`src/rtl/comp_1bit.sv`:
```
// -----------------------------------------------------------------------------
// comp_1bit
//   Registered 1-bit magnitude comparator slice with cascade inputs, a valid
//   handshake and saturating per-outcome counters. Chain slices by feeding a
//   lower-significance slice's G0/E0/L0 into gt_in/eq_in/lt_in of the next
//   more-significant slice. For standalone use tie gt_in=0, eq_in=1, lt_in=0.
//
// Parameters
//   CNT_W     width of each outcome counter (1..32)
//
// Ports
//   clk       rising-edge clock
//   rst       asynchronous, active-high reset
//   A0, B0    operand bits
//   in_valid  operands and cascade inputs are sampled this cycle
//   gt_in     cascade "greater" from the lower-significance slice
//   eq_in     cascade "equal" (implied by ~gt_in & ~lt_in; accepted for
//             symmetric chaining only)
//   lt_in     cascade "less" from the lower-significance slice
//   cnt_clr   synchronous clear of all three counters
//   G0/E0/L0  registered result: A>B / A==B / A<B (one-hot once loaded)
//   out_valid G0/E0/L0 were loaded on the previous edge
//   cnt_gt/cnt_eq/cnt_lt  saturating counts of accepted samples per outcome
// -----------------------------------------------------------------------------
module comp_1bit #(
  parameter int unsigned CNT_W = 8
) (
  input  logic             clk,
  input  logic             rst,
  input  logic             A0,
  input  logic             B0,
  input  logic             in_valid,
  input  logic             gt_in,
  input  logic             eq_in,
  input  logic             lt_in,
  input  logic             cnt_clr,
  output logic             E0,
  output logic             G0,
  output logic             L0,
  output logic             out_valid,
  output logic [CNT_W-1:0] cnt_gt,
  output logic [CNT_W-1:0] cnt_eq,
  output logic [CNT_W-1:0] cnt_lt
);

  localparam logic [CNT_W-1:0] CNT_ONE = CNT_W'(1);

  // The equal cascade input is fully determined by gt_in/lt_in: equality is
  // whatever is neither greater nor less, which also resolves illegal
  // non-one-hot cascade combinations deterministically.
  logic unused_eq_in;
  assign unused_eq_in = eq_in;

  // ---------------------------------------------------------------------------
  // Combinational compare
  // ---------------------------------------------------------------------------
  logic g_d, e_d, l_d;

  // NOTE: every signal written in an always_comb gets a default first, so no
  // path through the block can leave it unassigned and infer a latch.
  always_comb begin
    g_d = 1'b0;
    l_d = 1'b0;
    if (A0 && !B0) begin
      g_d = 1'b1;
    end else if (!A0 && B0) begin
      l_d = 1'b1;
    end else begin
      // Local bits tie: defer to the lower-significance result, gt first.
      g_d = gt_in;
      l_d = lt_in & ~gt_in;
    end
    e_d = ~g_d & ~l_d;
  end

  // ---------------------------------------------------------------------------
  // Result and valid registers
  // ---------------------------------------------------------------------------
  logic g_q, e_q, l_q, valid_q;
  logic g_nx, e_nx, l_nx;

  always_comb begin
    g_nx = g_q;
    e_nx = e_q;
    l_nx = l_q;
    if (in_valid) begin
      g_nx = g_d;
      e_nx = e_d;
      l_nx = l_d;
    end
  end

  // NOTE: sequential state uses non-blocking assignments only, so every
  // register samples its inputs as they were before the edge.
  always_ff @(posedge clk or posedge rst) begin
    if (rst) begin
      g_q     <= 1'b0;
      e_q     <= 1'b0;
      l_q     <= 1'b0;
      valid_q <= 1'b0;
    end else begin
      g_q     <= g_nx;
      e_q     <= e_nx;
      l_q     <= l_nx;
      valid_q <= in_valid;
    end
  end

  // ---------------------------------------------------------------------------
  // Saturating outcome counters
  // ---------------------------------------------------------------------------
  logic [CNT_W-1:0] cnt_gt_q, cnt_eq_q, cnt_lt_q;
  logic [CNT_W-1:0] cnt_gt_d, cnt_eq_d, cnt_lt_d;

  function automatic logic [CNT_W-1:0] sat_inc(input logic [CNT_W-1:0] v);
    return (v == '1) ? v : v + CNT_ONE;
  endfunction

  always_comb begin
    cnt_gt_d = cnt_gt_q;
    cnt_eq_d = cnt_eq_q;
    cnt_lt_d = cnt_lt_q;
    if (cnt_clr) begin
      // Clear wins over a same-cycle increment.
      cnt_gt_d = '0;
      cnt_eq_d = '0;
      cnt_lt_d = '0;
    end else if (in_valid) begin
      if (g_d) cnt_gt_d = sat_inc(cnt_gt_q);
      if (e_d) cnt_eq_d = sat_inc(cnt_eq_q);
      if (l_d) cnt_lt_d = sat_inc(cnt_lt_q);
    end
  end

  always_ff @(posedge clk or posedge rst) begin
    if (rst) begin
      cnt_gt_q <= '0;
      cnt_eq_q <= '0;
      cnt_lt_q <= '0;
    end else begin
      cnt_gt_q <= cnt_gt_d;
      cnt_eq_q <= cnt_eq_d;
      cnt_lt_q <= cnt_lt_d;
    end
  end

  // ---------------------------------------------------------------------------
  // Outputs: all driven straight from registers
  // ---------------------------------------------------------------------------
  assign G0        = g_q;
  assign E0        = e_q;
  assign L0        = l_q;
  assign out_valid = valid_q;
  assign cnt_gt    = cnt_gt_q;
  assign cnt_eq    = cnt_eq_q;
  assign cnt_lt    = cnt_lt_q;

endmodule

```
`config.mk`:
```
export PLATFORM = sky130hd
export DESIGN_NAME = comp_1bit
export DESIGN_NICKNAME = d
export VERILOG_FILES = /design/src/rtl/comp_1bit.sv
export SDC_FILE = /design/constraint.sdc
export NUM_CORES = 1
export LEC_CHECK = 0
export ABC_CLOCK_PERIOD_IN_PS = 2300
export BUFFER_PORTS_ARGS = -buffer_cell sky130_fd_sc_hd__buf_2
export CAP_MARGIN = 20
export CORE_MARGIN = 4
export CORE_UTILIZATION = 50
export CTS_CLUSTER_DIAMETER = 30
export DETAILED_ROUTE_END_ITERATION = 6
export MAX_ROUTING_LAYER = met4
export PLACE_DENSITY_LB_ADDON = 0.15
export SKIP_LAST_GASP = 1
export SYNTH_ARGS = -nofsm -noshare
export SYNTH_HDL_FRONTEND = slang
export SYNTH_SLANG_ARGS = --single-unit
```
`constraint.sdc`:
```
create_clock -name clk -period 2.3 [get_ports clk]
set_clock_uncertainty 0.2 [all_clocks]
set_input_delay 0.345 -clock clk [delete_from_list [all_inputs] [get_ports clk]]
set_output_delay 0.345 -clock clk [all_outputs]
set_load 0.01 [all_outputs]
```
## Word level (Yosys, flattened, before mapping)

Cells that the tools add are included.
Widths: inputs -> output; s select.

- Flip-flop bits (word level): 28
- Bits of input ports: 9
- Output and inout bits: 28

- Add/sub/neg operators: 3
- Equality and inequality tests: 6
- Muxes and demuxes: 16
- Bitwise gates (word level): 5
- Reductions and logical operators: 11

Operator list:

| operator | count |
|---|---|
| $mux 8 | 12 |
| $add 8x1->8 const B | 3 |
| $eq 8x8->1 const B | 3 |
| $reduce_and 3->1 | 3 |
| $reduce_bool 2->1 | 4 |
| $ne 2x2->1 const B | 3 |
| $mux 1 | 4 |
| $not 1->1 | 3 |
| $and 1x1->1 | 2 |
| $logic_and 1x1->1 | 2 |
| $logic_not 1->1 | 2 |

## Depth between registers and ports, before layout

Gate-level depths: netlist (run 1).

- Depth in word-level cells: 9
- Depth in mapped cells: 6

## Least setup slack after synthesis (run 1)

Ideal clock, no wire load.

- Path type: reg-to-reg
- Start point: register cnt_gt_q[0] (netlist: cnt_gt[0])
- End point: register cnt_gt_q[7] (netlist: cnt_gt[7])
- Arrival time: 1,449 ps
- Data required time: 1,968 ps
- Setup slack: 519 ps
- Cell stages (with the launch flop): 7
- Path buffers: 1
- Cell sequence: dfrtp_1 ha_1 and4_4 buf_2 nor4_1 xnor2_1 nor2_1

- Word-level cells in the longest chain between the ends: 5
- Elaborated cells between the ends (all ways): 8
- Classes of those cells: 1 x add/sub; 2 x eq/ne; 4 x mux; 1 x reduce/logical

RTL lines:

| item | line | RTL |
|---|---|---|
| from (decl) | 112 | `logic [CNT_W-1:0] cnt_gt_q, cnt_eq_q, cnt_lt_q;` |
| from (signal assigned) | 141 | `cnt_gt_q <= cnt_gt_d;` |
| $add 8x1->8 | 116 | `return (v == '1) ? v : v + CNT_ONE;` |
| $mux 8 | 116 |  |
| $mux 8 | 129 | `if (g_d) cnt_gt_d = sat_inc(cnt_gt_q);` |
| $mux 8 | 128 | `end else if (in_valid) begin` |
| $mux 8 | 123 | `if (cnt_clr) begin` |

Several ways; a longest one is shown, not always the timed one. The select of a mux whose other input is x is not followed.
A chain may end at the register's enable or synchronous reset.

## Worst setup path in the final report (run 1)

- Start point: input in_valid
- End point: register cnt_eq_q[1] (netlist: cnt_eq[1])

- Word-level cells in the longest chain between the ends: 2

RTL lines:

| item | line | RTL |
|---|---|---|
| from (decl) | 32 | `input logic in_valid,` |
| $reduce_bool 2->1 (no source line) | n/a |  |
| $reduce_and 3->1 (no source line) | n/a |  |
| to (signal assigned) | 142 | `cnt_eq_q <= cnt_eq_d;` |
| to (decl) | 112 |  |

Every way passes these cells.

==> metrics.yaml, run 1 <==
vias: 1269
layout_min_cycle_time_ps: 2090
cap_violations: 0
initial_core_util: 0.536
required_ps: 2310
final_nets: 203
intPower_mw: 0.640
power_frac_comb: 0.115
final_core_util: 0.629
rrSetupSlack_ps: 470
reg2reg_to: "cnt_gt[7]"
drv_slew: 0
p_sw_frac: 0.245
ios: 37
synthesis.nets: 164
drt-pass1-iter-count: 4
power_frac_clock: 0.277
cts_sinks: 28
r2r_start: "cnt_gt[0]"
dr_wl_met2_microns: 1450
cts_tree: "built"
slew_headroom: 0.662
setup_violations: 0
crit_path_start_kind: "input port"
clock_path_buffers: 2
fin_setup_tns_ps: 0
grt-ovfl-total: 0
wirelength_microns: 3070
grt_setup_unrepaired: "false"
slowest_delay_ps: 530
seqPwrFrac: 0.608
die_w_microns: 62.8
gp_congestion: 0.836
holdPathStages: 3
path_cells: "dlygate4sd3_1 -> buf_2 -> inv_2 -> nor4_2 -> and2_1 -> mux2i_1 -> nor2_1"
cp.arrival_ps: 2090
clock.fmax_ghz: 0.479
clkTransAtPathRegs_ps: 140
post-cts-setup-buffers: 0
highest_layer: "met4"
synthCells: 152
finalCritPeriodShare: 0.907
r2r_cells: 5
met3_length_microns: 119
drive_above_1_share: 0.279
antenna_cells: 0
yosysTopAreaCell: "dfrtp_1"
worst_slew_pin_slew_ps: 508
status: "finished clean"
wl_met1_microns: 1460
grt_pass1_wl_microns: 5440
synth_top_area_frac: 0.466
insertion_delay_ps: 320
grt_max_degree: 30
syn_to_final_growth_pct: 17.4
fp.dieH_microns: 62.8
drt_iter0_drc: 120
hold_start: "lt_in"
ys_ff_latch: 28
worstPathMaxFanout: 6
crit_slowest_cell: "dlygate4sd3_1"
cellPowerDensity_mw_per_mm2: 481
p_sw_mw: 0.208
rows: 19
synth.cell_area_sq_mm: 0.00150
grtUsageTotal: 0.174
viasPerCell: 5.74
htree_levels: 1
p_leak_nw: 0.877
core_area_sq_mm: 0.00281
ant_nets: 0
dp.cells: 215
route.detailed.drc: 0
nFillCells: 256
final_cells: 221
hpwl_microns: 2250
ys_warn_count: 0
yosysSeqAreaShare: 0.466
end_kind: "flip-flop"
critical_path_class: "in2reg"
hp-class: "in2reg"
yosysUniqueCellTypes: 41
port_buffers: 35
cts_inserted_buffers: 3
peakVddDrop_uv: 331
antenna_found_initial: 0
worstHoldEndpoint: "E0"
wire_per_inst_microns: 13.9
syn_avg_cell_area_sq_um: 9.89
dieArea_sq_mm: 0.00395
hold_viol: 0
cts_root_buf: "clkbuf_4"
yosys-top-cells-area: "dfrtp_1 (47%), nor2_1 (5.0%), xnor2_1 (4.1%)"
grt_pass1_vias: 1190
-- cell families (layout without fill, tap and decap cells) --
family,Yosys count,in the layout,synth area share
compound gates,22,22,0.103
xor+xnor,11,11,0.0641
fa+ha+maj,3,3,0.0250
buf+inv,12,50,0.0333
flops,28,28,0.466
mux,5,5,0.0383
simple gates,71,71,0.270
-- registers in the layout (all words and copies together), names as in the netlist --
register   cells
L0             1
G0             1
cnt_eq         8
cnt_lt         8
E0             1
out_valid      1
cnt_gt         8
-- layer usage --
metal,vias to the layer above,global-route usage
li1,618,-
met1,618,0.229
met2,29,0.277
met3,4,0.0216
met4,0,0.0661
met5,-,-
-- synth_stat cells --
master and instances:
and3_1 1, and4b_1 3, o21ai_0 2, a31o_2 1, and4_1 1, clkbuf_1 3, nor3b_1 1, a211oi_1 1
mux2i_1 2, a311oi_1 1, nor3_1 6, buf_2 1, and2_1 3, nand2_1 7, mux2_4 1, nand4_2 1
nor4_2 1, o32ai_2 1, nand4_1 4, a31oi_2 1, a21oi_1 7, nand3_1 10, and4_4 2, nor2_1 20
dfrtp_1 28, nor4b_2 1, o21a_1 2, inv_1 6, o21bai_1 1, nor4_1 2, and3b_1 1, inv_2 1
mux2_2 2, nand2b_1 4, a21o_1 2, buf_4 1, a31oi_1 3, ha_1 3, xor2_1 4, xnor2_1 7
nor2b_1 3
-- critical path, delay by kind of cell --
family	cells	cell delay, ps
buffers and inverters	3	770
muxes	1	190
and+or+nand+nor	3	780
-- what timing repair did --
item / CTS / global route
hold endpoints to repair: 29 / 0
hold buffers: 2 / 0
gates resized for setup: 0 / 0
-- final cells by class --
class,count,area [sq um],area share
inverters,7,26.3,0.0149
repair buffers,39,210,0.119
well taps,31,38.8,0.0220
flip-flops and latches,28,701,0.397
multi-input cells,112,752,0.426
clock buffers,4,36.3,0.0206
-- power groups by stage --
stage          clock network [mW]  logic, mW  registers (mW)
2_1_floorplan                   0     0.0548           0.529
3_3_place_gp                    0     0.0940           0.524
3_5_place_dp                    0     0.0964           0.525
4_1_cts                     0.242     0.0992           0.516
5_1_grt                     0.265      0.111           0.518
6_report                    0.235     0.0976           0.515
-- worst max path at each step --
stage | start | endpoint | slack [ps] | cells after the start
3_5_place_dp | in_valid | cnt_eq[1] | 390 | 6
2_1_floorplan | cnt_gt[0] | cnt_gt[7] | 520 | 6
4_1_cts | in_valid | cnt_eq[1] | 220 | 7
5_1_grt | in_valid | cnt_eq[1] | 50 | 7
3_3_place_gp | in_valid | cnt_eq[1] | 390 | 6
6_report | in_valid | cnt_eq[1] | 210 | 7
-- placed cells by master, fill, tap and decap left out, drive strengths merged, types with 5 or more instances in the layout --
| cell type | synthesis | layout |
|---|---|---|
| nor2 | 20 | 20 |
| nor3 | 6 | 6 |
| nand3 | 10 | 10 |
| xnor2 | 7 | 7 |
| nand2 | 7 | 7 |
| dfrtp | 28 | 28 |
| a21oi | 7 | 7 |
| inv | 7 | 7 |
| nand4 | 5 | 5 |
| buf | 2 | 37 |
-- per-stage QoR --
stage | cell area (sq um) | hold slack, ps | total power [mW] | worst slack, ps
global placement | 1710 | 228 | 0.618 | 389
global route | 1760 | 199 | 0.894 | 50.2
detailed placement | 1710 | 234 | 0.621 | 392
CTS | 1760 | 192 | 0.857 | 222
finish | 1760 | 200 | 0.848 | 214
floorplan | 1500 | 176 | 0.584 | 519
(Power assumes the default switching activity.)
==> run 2: changes to the inputs <==
==> constraint.sdc (replaced) <==
create_clock -name clk -period 2.3 [get_ports clk]
set_clock_uncertainty 0.2 [all_clocks]
set_input_delay 0.23 -clock clk [delete_from_list [all_inputs] [get_ports clk]]
set_output_delay 0.23 -clock clk [all_outputs]
set_load 0.01 [all_outputs]
==> run 2 against run 1 <==
Against the previous run: non-clock buffer count stayed put; hold slack lost 110 ps; global-route usage rose by 0.060 points; register-to-register slack gained 80 ps; critical path type unchanged.
==> metrics.yaml, run 2 (synthesis gave the netlist of run 1 again) <==
status: "finished clean"  # unchanged
cts_inserted_buffers: 3  # unchanged
finalCritPeriodShare: 0.871  # was 0.907
grt-ovfl-total: 0  # unchanged
hp-class: "in2reg"  # unchanged
drt_iter0_drc: 80  # was 120
totalPowerFinal_mw: 0.809  # was 0.848 mW
nFillCells: 254  # was 256
use_met1: 0.216  # was 0.229
fp.dieH_microns: 62.8  # unchanged
route.detailed.drc: 0  # unchanged
worstPathMaxFanout: 12  # was 6
clock_path_buffers: 2  # unchanged
die_w_microns: 62.8  # unchanged
crit_path_start_kind: "input port"  # unchanged
vias: 1272  # was 1,269
slew_headroom: 0.662  # about the same
layout_common_cells: "buf_2 (35), dfrtp_1 (28), nor2_1 (20), nand3_1 (10)"  # unchanged
ios: 37  # unchanged
cap_violations: 0  # unchanged
fin_setup_tns_ps: 0  # unchanged
insertion_delay_ps: 310  # was 320 ps
grt_util_met2: 0.292  # was 0.277
grt_setup_unrepaired: "false"  # unchanged
cellPowerDensity_mw_per_mm2: 462  # was 481 mW/mm^2
layout_min_cycle_time_ps: 2000  # was 2090 ps
syn_to_final_growth_pct: 16.5  # was 17.4%
setup_violations: 0  # unchanged
drv_slew: 0  # unchanged
use_met3: 0.0252  # was 0.0216
grt_pass1_vias: 1226  # was 1,190
port_buffers: 35  # unchanged
drive_above_1_share: 0.275  # was 0.279
rows: 19  # unchanged
cts_resized: 0  # unchanged
initial_core_util: 0.536  # unchanged
hpwl_microns: 2330  # was 2250 microns
gp_congestion: 0.815  # was 0.836
cts_sinks: 28  # unchanged
wirelength_microns: 3140  # was 3070 microns
hold_viol: 0  # unchanged
final_nets: 203  # unchanged
clkTransAtPathRegs_ps: 140  # about the same
cp.arrival_ps: 2020  # was 2090 ps
busiest_layer: "met2"  # unchanged
grt_max_degree: 30  # unchanged
grtUsageTotal: 0.175  # was 0.174
worst_slew_pin_slew_ps: 507  # was 508 ps
antenna_cells: 0  # unchanged
antenna_found_initial: 0  # unchanged
end_kind: "flip-flop"  # unchanged
htree_levels: 1  # unchanged
critical_path_class: "in2reg"  # unchanged
p_leak_nw: 0.869  # was 0.877 nW
wire_per_inst_microns: 14.3  # was 13.9 microns
grt_pass1_wl_microns: 5410  # was 5440 microns
cts_root_buf: "clkbuf_4"  # unchanged
ant_nets: 0  # unchanged
drt-pass1-iter-count: 4  # unchanged
dieArea_sq_mm: 0.00395  # unchanged
peakVddDrop_uv: 344  # was 331 uV
required_ps: 2320  # was 2310 ps
cts_tree: "built"  # unchanged
viasPerCell: 5.78  # was 5.74
clock.fmax_ghz: 0.499  # was 0.479 GHz
core_area_sq_mm: 0.00281  # unchanged
mostFrequentLayoutCell: "buf_2"  # unchanged
## run 2: cell count changes in the layout (fill, tap and decap cells not counted)
cell / delta
clkbuf_8: -1
## run 2: power breakdown
part / switching [mW] / leakage (nW) / internal [mW] / total, mW
Combinational: 0.0603 / 0.473 / 0.0390 / 0.0993
Sequential: 0.0107 / 0.383 / 0.504 / 0.515
Clock: 0.133 / 0.0138 / 0.0613 / 0.194
Total: 0.204 / 0.869 / 0.605 / 0.809
## run 2: metrics by stage
| stage | cell area, sq um | utilization | hold WS (ps) | std cells | setup slack [ps] |
|---|---|---|---|---|---|
| finish | 1750 | 0.624 | 90.9 | 220 | 298 |
| global route | 1750 | 0.624 | 75.0 | 220 | 219 |
| CTS | 1750 | 0.624 | 84.9 | 220 | 295 |
| global placement | 1710 | 0.609 | 113 | 215 | 503 |
| floorplan | 1500 | - | 61.4 | 152 | 519 |
| detailed placement | 1710 | 0.609 | 115 | 215 | 485 |
## run 2: area by class of cell
class,instances,area (sq um),area share
tap,31,38.8,0.0222
multi-input combinational,112,752,0.430
clock buffer,3,22.5,0.0129
sequential,28,701,0.400
inverter,7,26.3,0.0150
timing repair buffer,39,210,0.120
## run 2: final timing paths
kind                           start   endpoint  slack, ps  cells past startpoint
max                         in_valid  cnt_lt[0]        300                      7
min                            lt_in         E0         90                      3
max reg2reg                cnt_gt[0]  cnt_gt[5]        550                      5
min reg2reg                       L0         L0        310                      1
max in group asynchronous        rst  cnt_gt[3]       1340                      4
min in group asynchronous        rst  cnt_lt[4]        300                      4
## run 2: layer usage
layer / share of wire / wire length (microns) / vias up
met5: 0 / 0 / -
met4: 0.0080 / 25 / 0
met3: 0.037 / 117 / 2
met2: 0.51 / 1610 / 29
met1: 0.44 / 1390 / 630
li1: - / - / 611
## run 2: timing repair
action / 4_1_cts / 5_1_grt
hold endpoints to repair: 30 / 0
hold buffers: 2 / 0
setup buffers: 0 / 0
## run 2: critical path, cell delays in order
cell and delay (ps):
dlygate4sd3_1 510, buf_2 160, inv_2 80, o32ai_2 270
buf_4 230, o21a_1 180, mux2_2 340
